**src/rtl/ser_feed_pkg.sv**
```systemverilog
// Shared definitions for the serial word feeder: FSM state encoding, the
// remainder width of the mod-3 reference tracker, and small helper functions.
// Optional feature macro used by the feeder: MOD3_REF_EN.
package ser_feed_pkg;

  // Feeder FSM states.
  typedef enum logic [1:0] {
    ST_IDLE  = 2'd0,
    ST_CLR   = 2'd1,
    ST_SHIFT = 2'd2,
    ST_GAP   = 2'd3
  } state_t;

  // A remainder modulo 3 needs two bits.
  localparam int REM_W = 2;

  // Counter width able to hold 0..value-1; never narrower than one bit.
  function automatic int clog2(input int value);
    int w;
    w = 1;
    while ((1 << w) < value) w++;
    return w;
  endfunction

  // One step of the MSB-first remainder recurrence: (2*r + b) mod 3.
  function automatic logic [REM_W-1:0] mod3_step(input logic [REM_W-1:0] r,
                                                 input logic b);
    logic [2:0] sum;
    sum = {r, 1'b0} + {2'b00, b};
    return (sum >= 3'd3) ? REM_W'(sum - 3'd3) : REM_W'(sum);
  endfunction

endpackage

```
**src/rtl/mod3_ref_tracker.sv**
```systemverilog
// Golden remainder tracker: follows the running value of an MSB-first bit
// stream modulo 3 and flags when the prefix seen so far is a multiple of 3.
// Only instantiated by serial_word_feeder when MOD3_REF_EN is defined.
module mod3_ref_tracker
  import ser_feed_pkg::*;
(
  input  logic clk,
  input  logic rst,
  input  logic clr,
  input  logic bit_valid,
  input  logic bit_in,
  output logic mult3
);

  logic [REM_W-1:0] r;
  logic [REM_W-1:0] r_next;

  // Remainder after absorbing the current bit.
  always_comb begin
    r_next = mod3_step(r, bit_in);
  end

  // Remainder register and registered multiple-of-3 flag; the empty prefix is 0.
  always_ff @(posedge clk) begin
    if (rst || clr) begin
      r     <= '0;
      mult3 <= 1'b1;
    end else if (bit_valid) begin
      r     <= r_next;
      mult3 <= (r_next == '0);
    end
  end

endmodule

```
**src/rtl/serial_word_feeder.sv**
```systemverilog
// Parallel-to-serial front end for a serial multiple-of-three detector.
// Accepts a word over valid/ready, pulses frame_clr, then emits the word
// MSB first on ser_bit/ser_valid, followed by GAP_CYCLES idle cycles.
// All outputs are registered: each is computed from the next state.
// Define MOD3_REF_EN to add the golden remainder tracker and ref_mult3 port.
module serial_word_feeder
  import ser_feed_pkg::*;
#(
  parameter int WIDTH      = 8,
  parameter int GAP_CYCLES = 1
) (
  input  logic             clk,
  input  logic             rst,
  input  logic             in_valid,
  input  logic [WIDTH-1:0] in_data,
  output logic             in_ready,
  output logic             ser_bit,
  output logic             ser_valid,
  output logic             frame_clr,
  output logic             frame_last,
  output logic             busy
`ifdef MOD3_REF_EN
  ,
  output logic             ref_mult3
`endif
);

  localparam int CNT_W = clog2(WIDTH);
  localparam int GAP_W = clog2(GAP_CYCLES);

  state_t           state, state_next;
  logic [WIDTH-1:0] sreg, sreg_next;
  logic [CNT_W-1:0] cnt, cnt_next;
  logic [GAP_W-1:0] gap, gap_next;

  logic in_ready_next, ser_bit_next, ser_valid_next;
  logic frame_clr_next, frame_last_next, busy_next;

  // Next-state, datapath and next-output decode.
  always_comb begin
    // NOTE: every signal gets a default before the case so no path leaves it
    // unassigned; an unassigned path in always_comb infers a latch.
    state_next      = state;
    sreg_next       = sreg;
    cnt_next        = cnt;
    gap_next        = gap;
    ser_bit_next    = 1'b0;
    ser_valid_next  = 1'b0;
    frame_clr_next  = 1'b0;
    frame_last_next = 1'b0;

    unique case (state)
      ST_IDLE: begin
        if (in_valid && in_ready) begin
          state_next     = ST_CLR;
          sreg_next      = in_data;
          frame_clr_next = 1'b1;
        end
      end
      ST_CLR: begin
        // Present the MSB as the shift phase opens.
        state_next      = ST_SHIFT;
        cnt_next        = CNT_W'(WIDTH - 1);
        ser_valid_next  = 1'b1;
        ser_bit_next    = sreg[WIDTH-1];
        sreg_next       = sreg << 1;
        frame_last_next = (WIDTH == 1);
      end
      ST_SHIFT: begin
        if (cnt == '0) begin
          if (GAP_CYCLES == 0) begin
            state_next = ST_IDLE;
          end else begin
            state_next = ST_GAP;
            gap_next   = GAP_W'(GAP_CYCLES - 1);
          end
        end else begin
          cnt_next        = cnt - 1'b1;
          ser_valid_next  = 1'b1;
          ser_bit_next    = sreg[WIDTH-1];
          sreg_next       = sreg << 1;
          frame_last_next = (cnt == CNT_W'(1));
        end
      end
      ST_GAP: begin
        if (gap == '0) state_next = ST_IDLE;
        else           gap_next   = gap - 1'b1;
      end
      default: state_next = ST_IDLE;
    endcase

    in_ready_next = (state_next == ST_IDLE);
    busy_next     = (state_next != ST_IDLE);
  end

  // State, datapath and output registers with synchronous reset.
  always_ff @(posedge clk) begin
    // NOTE: sequential state uses non-blocking assignments so every register
    // samples the pre-edge values regardless of statement order.
    if (rst) begin
      state      <= ST_IDLE;
      sreg       <= '0;
      cnt        <= '0;
      gap        <= '0;
      in_ready   <= 1'b0;
      ser_bit    <= 1'b0;
      ser_valid  <= 1'b0;
      frame_clr  <= 1'b0;
      frame_last <= 1'b0;
      busy       <= 1'b0;
    end else begin
      state      <= state_next;
      sreg       <= sreg_next;
      cnt        <= cnt_next;
      gap        <= gap_next;
      in_ready   <= in_ready_next;
      ser_bit    <= ser_bit_next;
      ser_valid  <= ser_valid_next;
      frame_clr  <= frame_clr_next;
      frame_last <= frame_last_next;
      busy       <= busy_next;
    end
  end

`ifdef MOD3_REF_EN
  // Clear the tracker on the accept edge so ref_mult3 already reads 1 in CLR.
  logic tracker_clr;
  assign tracker_clr = (state_next == ST_CLR);

  mod3_ref_tracker u_ref (
    .clk       (clk),
    .rst       (rst),
    .clr       (tracker_clr),
    .bit_valid (ser_valid),
    .bit_in    (ser_bit),
    .mult3     (ref_mult3)
  );
`endif

endmodule
```
**config.mk**
```make
export PLATFORM = sky130hd
export DESIGN_NAME = serial_word_feeder
export DESIGN_NICKNAME = d
export VERILOG_FILES = /design/src/rtl/ser_feed_pkg.sv /design/src/rtl/mod3_ref_tracker.sv /design/src/rtl/serial_word_feeder.sv
export SDC_FILE = /design/constraint.sdc
export NUM_CORES = 1
export LEC_CHECK = 0
export CAP_MARGIN = 10
export CORE_MARGIN = 2
export CORE_UTILIZATION = 50
export CTS_CLUSTER_DIAMETER = 40
export DETAILED_ROUTE_END_ITERATION = 8
export GPL_ROUTABILITY_DRIVEN = 0
export PLACE_DENSITY = 0.79
export SLEW_MARGIN = 20
export SYNTH_ARGS = -nofsm -noshare
export SYNTH_HDL_FRONTEND = slang
export SYNTH_SLANG_ARGS = --single-unit
export TNS_END_PERCENT = 30
```
**constraint.sdc**
```tcl
create_clock -name clk -period 2.7 [get_ports clk]
set_clock_uncertainty 0.2 [all_clocks]
set_input_delay 0.54 -clock clk [delete_from_list [all_inputs] [get_ports clk]]
set_output_delay 0.54 -clock clk [all_outputs]
set_load 0.02 [all_outputs]
```
==> out/results.txt <==
DR vias/cell: 5.29
initial antenna violation count: 0
Max FO, Critical Path: 16
Most used DFF post-synth: dfxtp_1
area leader, netlist: dfxtp_1
Yosys warnings: 0
dominant cells by area after synthesis: dfxtp_1 (40%), ha_1 (9.2%), mux2i_1 (7.4%)
Mapped Area: 951 µm²
H-tree depth: 1
Slew Viols, Final: 0
Post-Place Cells: 134
# DRC: 0
Final WS setup: 0.533 ns
Pre-antenna DRT Iters: 4
gr usage total: 0.170
most common cell in the synthesized netlist: dfxtp_1
area of the core: 0.00176 mm²
# port buffers: 16
Highest Clock Rate: 0.462 GHz
CTS tree: built
Die Wd: 47.6 µm
PD cells: 1030 mW/mm²
Critical Path Start Type: flip-flop
CP required: 2.68 ns
Overflow after GRT: 0
Starting Density: 0.539
CTS max path bufs: 2
die height: 47.6 µm
# fillers: 165
sequential cell area fraction in the yosys report: 0.400
Mapped Avg Cell Area: 9.61 µm²
die area: 0.00227 mm²
Synth top area share: 0.400
Post-synth ARST share: 0
final hold vios: 0
NumNets Final: 132
worst setup path startpoint: state[0]
final setup fails: 0
number of global-route vias before repair: 702
max cap viols: 0
final WL: 1.75 mm
worst-skew pair later-pin latency: 0.28 ns
routed len/inst: 12.6 µm
share of layout cells above drive strength 1: 0.0442
outcome: finished clean
TNS Setup: 0 ns
first-pass GRT wire length: 2.81 mm
CTS clk-pin slew, worst paths: 0.11 ns
PostCTS Resize Cnt: 0
total design power: 1.16 mW
cts hold-fix bufs: 0
min-delay worst type: reg -> reg
worst reg2reg setup slack: 0.53 ns
RSZ-0062 raised after global routing: no
Worst Setup End Kind: flip-flop
CTS root buf: clkbuf_4
Gate Count Post-Synth: 99
Rel. slew slack: 0.302
fin cells: 138
largest net degree at the start of global routing: 18
Sink Count: 19
Vias: 730
post-place setup slack: 0.292 ns
synth-to-layout area growth: 18.9%
remaining antenna violation count after routing: 0
number of flops mapped to enable cells by yosys: 0
syn_nets: 117
Pleak: 0.436 nW
fin util: 0.641
row cnt: 15
R2R cell count: 5
top cells by count, synth: dfxtp_1 (19), a21oi_1 (9)
Max VDD drop: 0.584 mV
CP endpoint: sreg[0]
period utilization: 0.802
n_diodes: 0
Ports: 17
Tightest Pin Transition: 1.04 ns
Post-CTS Repair Setup Buffers: 0
crit path DAT: 2.15 ns
CTS Buf Count: 3
WS Path Type: reg -> reg
1st-iter DRT viols: 1
Synth cell types: 32
clock period minus worst slack: 2.17 ns
HPWL Detailed: 1.26 mm
Reg-to-Reg Start: state[0]
Seq cells post-synth: 19
Worst R2R End: sreg[0]
==> layer usage <==
layer  global-route usage  part of all wire  vias up  wire [µm]
met5                    0                 0        -          0
met4               0.0432            0.0023        0          4
met3               0.0340             0.041        2         71
met2                0.300              0.48       11        833
met1                0.212              0.48      329        836
li1                     -                 -      388          -
==> flip-flops by register name, summed over array words and instances, names as in the netlist <==
register / flops
sreg: 8
in_ready: 1
busy: 1
cnt: 3
ser_bit: 1
frame_last: 1
ser_valid: 1
frame_clr: 1
state: 2
==> layout make-up <==
cell class | count | area (µm²) | area share
multi-input cells | 66 | 499 | 0.441
flip-flops and latches | 19 | 380 | 0.336
repair buffers | 17 | 168 | 0.148
well taps | 25 | 31.3 | 0.0277
clock buffers | 4 | 26.3 | 0.0232
inverters | 7 | 26.3 | 0.0232
==> how the worst min path moves through the flow <==
stage	start	end	slack, ns	cells past startpoint
after floorplan	sreg[7]	ser_bit	0.23	1
after global placement	sreg[2]	sreg[2]	0.25	2
after detailed placement	sreg[7]	ser_bit	0.26	1
after CTS	sreg[1]	sreg[1]	0.27	2
after global routing	sreg[7]	ser_bit	0.28	1
final	sreg[7]	ser_bit	0.27	1
==> per-stage QoR <==
| step | instance area [µm²] | hold slack (ns) |
|---|---|---|
| floorplan | 951 | 0.230 |
| global placement | 1100 | 0.253 |
| detailed placement | 1100 | 0.257 |
| CTS | 1130 | 0.274 |
| global route | 1130 | 0.284 |
| finish | 1130 | 0.270 |
==> critical path, stage by stage, from the launching register on <==
cell	delay [ns]
dfxtp_1	0.35
inv_1	0.11
ha_1	0.21
a21boi_1	0.85
nor4_1	0.14
o21a_1	0.22
==> cell usage in the layout, fill, tap and decap left out, drive strengths merged, types with 2 or more instances in the layout <==
cell,instances
a21oi,9
dfxtp,19
nor2,3
mux2i,7
a31oi,2
clkbuf,4
inv,7
nor2b,3
clkdlybuf4s50,16
or4,7
o31ai,7
ha,7
nand2,2
o21a,2
==> power breakdown <==
group / leakage, nW / internal (mW) / switching [mW]
logic: 0.266 / 0.261 / 0.341
registers: 0.155 / 0.374 / 0.0480
clock network: 0.0150 / 0.0572 / 0.0819
total: 0.436 / 0.692 / 0.471
==> kinds of logic after synthesis <==
logic type,count (synthesis),share of synthesized area
fa+ha+maj,7,0.0921
buf+inv,14,0.0750
compound gates,28,0.197
flops,19,0.400
mux,7,0.0737
simple gates,24,0.162
No activity file was read; power rests on OpenSTA's default activity.
